===== config.mk =====
export PLATFORM = sky130hd
export DESIGN_NAME = mem_access_unit
export DESIGN_NICKNAME = d
export VERILOG_FILES = /design/src/rtl/mau_pkg.sv /design/src/rtl/mau_align.sv /design/src/rtl/mem_access_unit.sv
export SDC_FILE = /design/constraint.sdc
export NUM_CORES = 1
export LEC_CHECK = 0
export ABC_CLOCK_PERIOD_IN_PS = 6050
export CAP_MARGIN = 20
export CORE_UTILIZATION = 35
export DETAILED_ROUTE_END_ITERATION = 7
export PLACE_DENSITY = 0.65
export SLEW_MARGIN = 5
export SYNTH_ARGS = -nofsm -noshare
export SYNTH_HDL_FRONTEND = slang
export SYNTH_SLANG_ARGS = --single-unit

===== constraint.sdc =====
create_clock -name clk -period 6.05 [get_ports clk]
set_clock_uncertainty 0.2 [all_clocks]
set_input_delay 1.5125 -clock clk [delete_from_list [all_inputs] [get_ports clk]]
set_output_delay 1.5125 -clock clk [all_outputs]
set_load 0.1 [all_outputs]

===== src/rtl/mau_pkg.sv =====
// Shared types and constants for the ktc32 load/store front-end.
package mau_pkg;

    typedef enum logic [1:0] {
        SZ_B   = 2'b00,
        SZ_H   = 2'b01,
        SZ_W   = 2'b10,
        SZ_BAD = 2'b11
    } size_e;

    typedef enum logic [1:0] {
        IDLE,
        READ,
        WRITE,
        RESP
    } state_e;

    localparam int unsigned MEM_BYTES = 32768;

    function automatic logic [31:0] word_align(input logic [31:0] addr);
        return {addr[31:2], 2'b00};
    endfunction

endpackage


===== src/rtl/mau_align.sv =====
// Lane steering: sub-word load extraction/extension and sub-word store merge.
module mau_align import mau_pkg::*; (
    input  logic [31:0] i_word,
    input  logic [31:0] i_wdata,
    input  logic [1:0]  i_offset,
    input  size_e       i_size,
    input  logic        i_signed,
    output logic [31:0] o_load,
    output logic [31:0] o_store
);

    logic [7:0]  w_byte;
    logic [15:0] w_half;

    assign w_byte = i_word[{i_offset, 3'b000} +: 8];
    assign w_half = i_offset[1] ? i_word[31:16] : i_word[15:0];

    always_comb begin
        // NOTE: every output gets a default before the case so no path leaves it unassigned (no latch).
        o_load  = i_word;
        o_store = i_wdata;
        case (i_size)
            SZ_B: begin
                o_load  = {{24{i_signed & w_byte[7]}}, w_byte};
                o_store = i_word;
                o_store[{i_offset, 3'b000} +: 8] = i_wdata[7:0];
            end
            SZ_H: begin
                o_load  = {{16{i_signed & w_half[15]}}, w_half};
                o_store = i_word;
                o_store[{i_offset[1], 4'b0000} +: 16] = i_wdata[15:0];
            end
            default: ;
        endcase
    end

endmodule


===== src/rtl/mem_access_unit.sv =====
// Load/store front-end: one request per transaction, sub-word stores by read-modify-write,
// bad requests answered with an error and no memory access.
module mem_access_unit #(
    parameter int unsigned MEM_BYTES = mau_pkg::MEM_BYTES
) (
    input  logic        clk,
    input  logic        rst,
    input  logic        i_req_valid,
    output logic        o_req_ready,
    input  logic        i_req_we,
    input  logic [1:0]  i_req_size,
    input  logic        i_req_signed,
    input  logic [31:0] i_req_addr,
    input  logic [31:0] i_req_wdata,
    output logic        o_resp_valid,
    input  logic        i_resp_ready,
    output logic [31:0] o_resp_rdata,
    output logic        o_resp_err,
    output logic        o_mem_we,
    output logic [31:0] o_mem_addr,
    output logic [31:0] o_mem_wd,
    input  logic [31:0] i_mem_data
);
    import mau_pkg::*;

    state_e      r_state, w_next;
    logic        r_we, r_signed, r_err;
    size_e       r_size;
    logic [31:0] r_addr, r_wdata, r_merge, r_rdata;

    size_e       w_req_size;
    logic        w_req_err;
    logic [31:0] w_load, w_store;

    assign w_req_size = size_e'(i_req_size);

    always_comb begin
        w_req_err = 1'b0;
        case (w_req_size)
            SZ_H:    w_req_err = i_req_addr[0];
            SZ_W:    w_req_err = |i_req_addr[1:0];
            SZ_BAD:  w_req_err = 1'b1;
            default: ;
        endcase
        // 33-bit sum so addresses near 2^32 cannot wrap into range
        if ({1'b0, word_align(i_req_addr)} + 33'd3 >= 33'(MEM_BYTES))
            w_req_err = 1'b1;
    end

    mau_align u_align (
        .i_word   (i_mem_data),
        .i_wdata  (r_wdata),
        .i_offset (r_addr[1:0]),
        .i_size   (r_size),
        .i_signed (r_signed),
        .o_load   (w_load),
        .o_store  (w_store)
    );

    always_comb begin
        w_next = r_state;
        case (r_state)
            IDLE: begin
                if (i_req_valid) begin
                    if (w_req_err)                         w_next = RESP;
                    else if (i_req_we && w_req_size == SZ_W) w_next = WRITE;
                    else                                    w_next = READ;
                end
            end
            READ:    w_next = r_we ? WRITE : RESP;
            WRITE:   w_next = RESP;
            RESP:    if (i_resp_ready) w_next = IDLE;
            default: w_next = IDLE;
        endcase
    end

    // NOTE: state uses non-blocking assignments so every register samples pre-edge values.
    always_ff @(posedge clk or posedge rst) begin
        if (rst) begin
            r_state  <= IDLE;
            r_we     <= 1'b0;
            r_signed <= 1'b0;
            r_err    <= 1'b0;
            r_size   <= SZ_B;
            r_addr   <= '0;
            r_wdata  <= '0;
            r_merge  <= '0;
            r_rdata  <= '0;
        end else begin
            r_state <= w_next;
            case (r_state)
                IDLE: begin
                    if (i_req_valid) begin
                        r_we     <= i_req_we;
                        r_size   <= w_req_size;
                        r_signed <= i_req_signed;
                        r_addr   <= i_req_addr;
                        r_wdata  <= i_req_wdata;
                        r_merge  <= i_req_wdata;
                        r_rdata  <= '0;
                        r_err    <= w_req_err;
                    end
                end
                READ: begin
                    if (r_we) r_merge <= w_store;
                    else      r_rdata <= w_load;
                end
                default: ;
            endcase
        end
    end

    // Memory strobes come from state alone, so reset kills a pending write at once
    assign o_mem_we     = (r_state == WRITE);
    assign o_mem_addr   = word_align(r_addr);
    assign o_mem_wd     = o_mem_we ? r_merge : '0;

    assign o_req_ready  = (r_state == IDLE);
    assign o_resp_valid = (r_state == RESP);
    assign o_resp_rdata = r_rdata;
    assign o_resp_err   = r_err;

endmodule

# Yosys cells after proc, flatten, opt, wreduce, memory -nomap -nowiden
# Index checks and enable logic that the tools add are counted.
# op_classes
bitwise_logic	2
shifts	5
n_lt_le_gt_ge	1
n_eq_ne	11
n_addsub	3
n_reduce_logical	9
mux	20
# ops
cell	n
$pmux W32 S2	4
$mux W32	5
$bwmux W32	2
$add A32 B2 Y33 const B	1
$ge A33 B16 Y1 const B	1
$shift A16 B7 Y32 const A	1
$shift A8 B7 Y32 const A	1
$shiftx A16 B7 Y32	1
$shiftx A32 B6 Y8	1
$shiftx A8 B7 Y32	1
$mux W16	1
$neg A5 Y7	2
$eq A2 B2 Y1 const B	4
$mux W2	4
$pmux W2 S4	1
$eq A2 B1 Y1 const B	3
$ne A2 B2 Y1 const B	3
$reduce_and A3 Y1	2
$logic_not A2 Y1	2
$reduce_and A2 Y1	2
$pmux W1 S3	1
$and A1 B1 Y1	2
$mux W1	2
$ne A2 B1 Y1 const B	1
3 further kinds	3
# totals
regBits	135
elab_cells	60
in_bits	104

# Depth between registers and ports, before layout
# Gate-level depths: netlist of run 1.
# depth
word_depth	6
mapped_depth	9
mapped_depth_nobuf	6

# Hierarchy
# From an unflattened synthesis of run 1, not the netlist that was laid out.
# hier_totals
cells_unflattened	737
hier_area_um2	7622.3
# by_module_without_submodules
module	cells_each	seq_area_each_um2	area_per_inst_um2	n_inst
mem_access_unit	460	3378.2	5913.2	1
mau_align	277	0.0	1709.1	1

# Worst setup path before layout of run 1
# Ideal clock, no wire load.
# synth_path
kind	reg2out
startpoint	register r_state[0]
endpoint	output o_mem_wd[10]
stages_incl_launch_ff	5
slack_ns	1.953
t_arrival_ns	2.385
path_buffers	1
required_ns	4.337
cell_sequence	dfrtp_1 -> inv_1 -> ha_1 -> clkbuf_1 -> and2_1
# synth_between
elab_chain_cells	2
# synth_lines
element	line_no	text
start, declared	mem_access_unit.sv:26	state_e r_state, w_next;
start signal, assigned	mem_access_unit.sv:90	r_state <= w_next;
$eq A2 B2 Y1	mem_access_unit.sv:114	assign o_mem_we = (r_state == WRITE);
via o_mem_we	mem_access_unit.sv:19	output logic o_mem_we,
$mux W32	mem_access_unit.sv:116	assign o_mem_wd = o_mem_we ? r_merge : '0;
end, declared	mem_access_unit.sv:21	output logic [31:0] o_mem_wd,
# The timed path passes the listed nets, and every way through them passes these cells.

# Final worst setup path of run 1
# layout_path
startpoint	register r_state[0]
endpoint	output o_mem_wd[11]
# layout_between
elab_chain_cells	2
# layout_lines
element	line_no
$eq A2 B2 Y1	mem_access_unit.sv:114
$mux W32	mem_access_unit.sv:116
# Every way passes these cells.

==> flow_summary.yaml, run 1 <==
yosys:
  synth_edf_count: 0
  synth_top_area_cell: "dfrtp_1"
  syn_inst: 723
  synth.distinct_cells: 60
  synthFlopType: "dfrtp_1"
  synth_area_leaders: "dfrtp_1 45%, mux2_2 11%, buf_4 3.3%, and2_1 3.0%, nand2_1 3.0%"
  async_reset_ff_frac: 1.000
  yosys_warnings: 0
  netlist.area_leader.share: 0.4532
  ys_seq_area_frac: 0.4532
  synth_seq_cells: 135
  synthesis.area_sq_um: 7453
  avgSynthCellArea_sq_um: 10.31
layout:
  syn_to_final_growth_pct: 34.53
  diodes: 0
  final.fill_count: 2019
  drive_gt1_frac: 0.1729
  final_net_count: 985
die:
  rows: 53
  ios: 204
  fp.dieW_um: 147.9
  start_util: 0.3557
  dieArea_sq_um: 21880
  core-area_sq_um: 20960
  die_y_um: 147.9
placement:
  place.gp.congestion: 0.8718
  place_hpwl_um: 16410
  pre_cts_ws_ns: 1.562
  port_buffers: 201
grt:
  antenna_found_initial: 0
  grt_pass1_wl_um: 35850
  gr-total-overflow: 0
  grt_start_max_net_pins: 74
  grt_pass1_vias: 6321
  grtUsageTotal: 0.2155
worst_setup_path:
  crit_fanout: 31
  cp.arrival_ns: 2.77
  start_kind: "register"
  cp.required_ns: 4.34
  end_kind: "output pin"
  crit_type: "reg -> out"
route:
  drt_first_pass_iters: 4
  drtAntennaViolNets: 0
  drt_iter0_drc: 387
  wl_per_cell_um: 19.94
  drc_errors: 0
  viasPerCell: 5.497
  routed_wl_um: 23130
  vias: 6377
sta:
  slew_violations: 0
  final-setup-viol-count: 0
  worstMarginPinSlew_ns: 1.089
  maxSlewHeadroom: 0.2743
  rsz0062_at_grt: "false"
  fmax_mhz: 222.9
  finalHoldViolCount: 0
  fin_crit_ns: 4.486
  period_share: 0.7415
  finalSetupTns_ns: 0
  timing.final.ws_setup_ns: 1.564
clock_tree:
  ctsResizeCount: 0
  htreeDepth: 4
  clockRootBuffer: "clkbuf_16"
  cts-buffers-inserted: 17
  worst_skew_pair.late_latency_ns: 0.43
  clock_path_buffers: 2
  cts.reportedPaths.clkPinSlew_ns: 0.06
  postCtsSetupRepairBufs: 0
  hold_buffers: 0
  cts_sinks: 135
  cts_tree: "done"
outcome:
  outcome: "finished, final reports clean"
flow_run:
  cap_violations: 0
hold_path:
  hp-class: "reg -> reg"
==> cell usage in the layout, fill, tap and decap left out, types with 9 or more instances in the layout <==
cell	synthesis	routed
nand3_1	14	14
nor2_1	44	44
nand2_1	59	58
mux2_2	70	70
a22oi_1	10	10
a221oi_1	24	24
o21ai_0	39	39
nor2b_1	15	15
o211ai_1	10	10
nor3_1	9	9
dfrtp_1	135	135
clkdlybuf4s50_1	0	201
a21oi_1	23	23
a211oi_1	12	12
a31oi_1	16	16
clkbuf_16	0	18
a221o_2	16	16
a22o_1	15	15
and2_1	36	36
==> cells in the mapped netlist (all sizes together), types with 16 or more instances <==
master    n
a221o    16
dfrtp   135
nor2     45
a221oi   24
buf      51
a21oi    23
a31oi    16
clkbuf   31
nand2    59
mux2     70
o21ai    39
and2     36
==> flip-flops by register name, summed over array words and instances, names as in the netlist <==
register,flops
o_resp_rdata,32
r_addr,32
r_merge,32
r_wdata,32
r_size,2
r_state,2
o_resp_err,1
r_signed,1
r_we,1
==> final cells by class <==
cell class	instances	area, sq um	share of cell area
clock inverters	13	106.4	0.01061
repair buffers	211	2137	0.2131
well taps	275	344.1	0.03432
multi-input cells	498	3572	0.3563
clock buffers	19	452.9	0.04517
inverters	9	36.28	0.003619
flip-flops and latches	135	3378	0.3369
==> through the flow <==
stage / hold slack (ns) / util / instance area [sq um] / std cells
4_1_cts: 0.2787 / 0.4756 / 9967 / 1157
3_5_place_dp: 0.2652 / 0.4489 / 9408 / 1125
5_1_grt: 0.3053 / 0.4785 / 10030 / 1160
3_3_place_gp: 0.2656 / 0.4489 / 9408 / 1125
6_report: 0.2730 / 0.4785 / 10030 / 1160
2_1_floorplan: 0.2418 / - / 7457 / 724
==> logic make-up (layout without fill, tap and decap cells) <==
kind of cell               Yosys count  in the layout  synth area share
muxes                               74             74            0.1167
DFF                                135            135            0.4532
buffers and inverters               91            252           0.06866
and+or+nand+nor                    214            214            0.1474
other                                1              2         0.0005031
adders and majority gates            9              9           0.01511
AOI/OAI and AO/OA                  199            199            0.1984
==> worst max-delay path, cell delays in order, from the launching register on <==
cell	delay, ns
dfrtp_1	0.40
inv_1	0.12
ha_1	0.33
buf_16	0.20
and2_1	0.15
clkdlybuf4s50_1	1.13
==> layer usage <==
layer	track usage	wire length, um	share of wire	up-vias
met3	0.06327	1729	0.075	21
met1	0.2738	9762	0.42	3177
met4	0.06237	374	0.016	0
met2	0.3545	11270	0.49	246
li1	-	-	-	2933
met5	0	0	0	-
==> final timing paths <==
path	start	slack (ns)	endpoint	cells past startpoint
max	r_state[0]	1.56	o_mem_wd[11]	5
min	r_merge[18]	0.27	r_merge[18]	2
max in group asynchronous	rst	3.30	r_wdata[5]	3
min in group asynchronous	rst	1.46	r_addr[8]	2
min reg2reg	r_merge[18]	0.27	r_merge[18]	2
max reg2reg	r_addr[1]	2.73	r_merge[23]	6
Power of run 1 is left out: the tool's default activity adds up to more than one toggle a clock period on the data nets, which glitch-free logic cannot reach.
==> run 2, diff against run 1 <==
ABC_CLOCK_PERIOD_IN_PS = 3700   (was 6050)
PLACE_DENSITY = 0.68   (was 0.65)
clock period = 3.7 ns   (was 6.05 ns; I/O delays follow)
==> flow_summary.yaml, run 2 (synthesis gave the netlist of run 1 again) <==
flow_run:
  cap_violations: 0
sta:
  worstMarginPinSlew_ns: 0.7218
  rsz0062_at_grt: "false"
  maxSlewHeadroom: 0.5188
  finalHoldViolCount: 0
  finalSetupTns_ns: 0
  slew_violations: 0
  fmax_mhz: 341.2
  fin_crit_ns: 2.931
  final-setup-viol-count: 0
  period_share: 0.7922
grt:
  grt_pass1_wl_um: 36290
  grt_pass1_vias: 6417
  grt_start_max_net_pins: 62
  antenna_found_initial: 0
  gr-total-overflow: 0
  grtUsageTotal: 0.2181
route:
  routed_wl_um: 23120
  drt_first_pass_iters: 7
  viasPerCell: 5.547
  drtAntennaViolNets: 0
  drc_errors: 0
  drt_iter0_drc: 396
  wl_per_cell_um: 19.78
  vias: 6484
hold_path:
  hp-class: "reg -> reg"
  worstHoldStart: "r_merge[18]"
  hold_depth: 2
layout:
  drive_gt1_frac: 0.2897
  final.fill_count: 1942
  syn_to_final_growth_pct: 37.94
  final_common_cell: "dfrtp_1"
  final_net_count: 996
  layout_common_cells: "135 x dfrtp_1, 103 x clkdlybuf4s50_1, 85 x buf_4"
  diodes: 0
worst_setup_path:
  cp.arrival_ns: 1.81
  cp.required_ns: 2.57
  end_kind: "output pin"
  crit_type: "reg -> out"
  reg2reg_from: "r_size[1]"
  crit_fanout: 20
  start_kind: "register"
  rr_worst_depth: 4
  critPathLaunch: "r_state[0]"
clock_tree:
  clockRootBuffer: "clkbuf_16"
  clock_path_buffers: 2
  worst_skew_pair.late_latency_ns: 0.43
  cts_sinks: 135
  cts-buffers-inserted: 17
  hold_buffers: 0
  cts_tree: "done"
  ctsResizeCount: 0
  postCtsSetupRepairBufs: 0
  htreeDepth: 4
  cts.reportedPaths.clkPinSlew_ns: 0.06
outcome:
  outcome: "finished, final reports clean"
die:
  rows: 53
  die_y_um: 147.9
  core-area_sq_um: 20960
  dieArea_sq_um: 21880
  start_util: 0.3557
  fp.dieW_um: 147.9
  ios: 204
placement:
  port_buffers: 201
  place_hpwl_um: 17000
  place.gp.congestion: 0.8889
[run 2: cell types whose count changed in the layout (fill, tap and decap cells not counted), sizes merged, moves of 2 or more]
cell / previous run / this run
clkdlybuf4s50: 201 / 103
buf: 9 / 119
bufinv: 1 / 3
clkinv: 7 / 3
[run 2: path summary, 6_finish.rpt]
kind	to	slack, ns
setup reg to reg	r_merge[23]	1.21
min in group asynchronous	r_addr[8]	0.77
hold / removal	r_merge[18]	0.27
hold reg to reg	r_merge[18]	0.27
setup / recovery	o_mem_wd[11]	0.77
max in group asynchronous	r_addr[20]	2.18
[run 2: metal layers]
metal	routed length, um	vias to the layer above	global-route usage
met5	0	-	0
met4	844	0	0.1046
met3	1881	53	0.05463
met2	10910	300	0.3495
met1	9480	3177	0.2747
li1	-	2954	-
[run 2: stage by stage]
step                      utilization  setup WS, ns  hold WS [ns]  cell area, sq um  std cells
final                          0.4906        0.7689        0.2685             10280       1169
after global routing           0.4906        0.6686        0.2987             10280       1169
after detailed placement       0.4619        0.5941        0.2653              9679       1139
after CTS                      0.4906        0.7469        0.2787             10280       1169
after floorplan                     -        0.1902        0.2418              7461        724
after global placement         0.4619        0.6230        0.2578              9679       1139
[run 2: final cells by class]
type | instances | area [sq um] | area share
multi-input cells | 498 | 3570 | 0.3472
flip-flops and latches | 135 | 3378 | 0.3286
repair buffers | 222 | 2350 | 0.2286
clock buffers | 19 | 452.9 | 0.04406
well taps | 275 | 344.1 | 0.03347
clock inverters | 11 | 148.9 | 0.01448
inverters | 9 | 37.54 | 0.003651
[run 2: worst max-delay path, cell delays in order (launching register included)]
cell and delay [ns]:
dfrtp_1 0.40, inv_1 0.11, ha_1 0.19, buf_4 0.24
and2_1 0.24, buf_12 0.19
Power of run 2 is left out for the same reason.
==> run 3, diff against run 2 <==
ABC_CLOCK_PERIOD_IN_PS = 2500   (was 3700)
clock period = 2.5 ns   (was 3.7 ns; I/O delays follow)
==> flow_summary.yaml, run 3 (synthesis gave the netlist of run 1 again) <==
clock_tree:
  cts_tree: "done"
  worst_skew_pair.late_latency_ns: 0.42
  cts-buffers-inserted: 17
  cts.reportedPaths.clkPinSlew_ns: 0.06
  cts_sinks: 135
  clockRootBuffer: "clkbuf_16"
  htreeDepth: 4
  hold_buffers: 0
  clock_path_buffers: 2
route:
  drt_iter0_drc: 405
  viasPerCell: 5.483
  wl_per_cell_um: 19.96
  drtAntennaViolNets: 0
  routed_wl_um: 23990
  drc_errors: 0
  vias: 6590
  drt_first_pass_iters: 5
grt:
  grt_start_max_net_pins: 45
  grtUsageTotal: 0.2268
  grt_pass1_vias: 6810
  grt_pass1_wl_um: 37860
  gr-total-overflow: 0
  antenna_found_initial: 0
sta:
  maxSlewHeadroom: 0.5561
  holdWs_ns: 0.2734
  slew_violations: 0
  finalHoldViolCount: 0
  period_share: 0.9844
  worstMarginPinSlew_ns: 0.6634
  fin_crit_ns: 2.461
  final-setup-viol-count: 0
  fmax_mhz: 406.3
layout:
  multi_input_area_sq_um: 3637
  drive_gt1_frac: 0.3528
  syn_to_final_growth_pct: 44.70
  final.fill_count: 1914
  fin_area_sq_um: 10790
  layout_common_cells: "135 x dfrtp_1, 103 x clkdlybuf4s50_1, 101 x buf_4"
  regArea_sq_um: 3378
  final_common_cell: "dfrtp_1"
  fin_cells: 1202
  post-route-util: 0.5147
  final_net_count: 1027
  diodes: 0
placement:
  dp_cells: 1166
  place_hpwl_um: 17570
  port_buffers: 201
  place.gp.congestion: 0.8658
  place_area_sq_um: 10100
outcome:
  outcome: "finished, final reports clean"
die:
  fp.dieW_um: 147.9
  die_y_um: 147.9
  ios: 204
  start_util: 0.3557
  core-area_sq_um: 20960
  rows: 53
  dieArea_sq_um: 21880
worst_setup_path:
  start_kind: "register"
  cp.arrival_ns: 1.64
  reg2reg_from: "r_size[0]"
  cp_slowest_cell: "dfrtp_1"
  end_kind: "output pin"
  r2r-end: "r_merge[28]"
  cp.buffers_inverters: 3
  slowest_delay_ns: 0.40
  crit_type: "reg -> out"
  crit_fanout: 17
  crit_family: "buffers and inverters"
  reg2reg_slack_ns: 0.17
  cp.required_ns: 1.67
  crit_chain: "inv_2, ha_4, buf_12, and2_2, buf_12"
  cp_common_cell: "buf_12"
  critPathLaunch: "r_state[0]"
  rr_worst_depth: 6
hold_path:
  hp-class: "reg -> reg"
  worstHoldStart: "r_merge[20]"
  hold_end: "r_merge[20]"
  hold_depth: 2
flow_run:
  cap_violations: 0
-- run 3: changes by cell type in the layout (fill, tap and decap cells not counted), sizes merged --
| cell | before | now |
|---|---|---|
| clkbuf | 19 | 17 |
| bufinv | 3 | 4 |
| clkinv | 3 | 6 |
| buf | 119 | 150 |
-- run 3: area by class of cell --
type / count / area share
inverter: 9 / 0.003480
tap: 275 / 0.03190
timing repair buffer: 253 / 0.2560
sequential: 135 / 0.3132
clock inverter: 15 / 0.01868
multi-input combinational: 498 / 0.3372
clock buffer: 17 / 0.03944
-- run 3: stage by stage --
stage,setup TNS (ns),worst slack [ns]
after floorplan,-0.5614,-0.004159
final,0,0.03896
after CTS,0,0.004165
after detailed placement,-1.772,-0.09577
after global placement,-0.9602,-0.06069
after global routing,-0.1014,-0.01448
-- run 3: worst max path at each step --
stage,end,depth (start not counted)
after floorplan,o_resp_err,1
after global placement,o_resp_rdata[18],6
after detailed placement,o_resp_rdata[26],6
after CTS,o_mem_wd[5],5
after global routing,o_mem_wd[15],5
final,o_mem_wd[15],5
-- run 3: tightest hold or removal path, stage by stage, from the launching register on --
cell     delay, ns
dfrtp_1       0.34
nand2_1       0.04
o21ai_0       0.06
-- run 3: metal layers --
metal / track usage / routed length [um] / vias to the layer above
li1: - / - / 3016
met1: 0.2790 / 9863 / 3263
met2: 0.3762 / 11710 / 273
met3: 0.05679 / 1706 / 38
met4: 0.09897 / 708 / 0
met5: 0 / 0 / -
-- run 3: repair_timing --
item / in CTS / in global routing
cloned: 0 / 0
setup buffers: 2 / 2
endpoints found under the setup margin: 32 / 33
resized for setup: 2 / 4
pin swaps: 1 / 0
Power of run 3 is left out for the same reason.
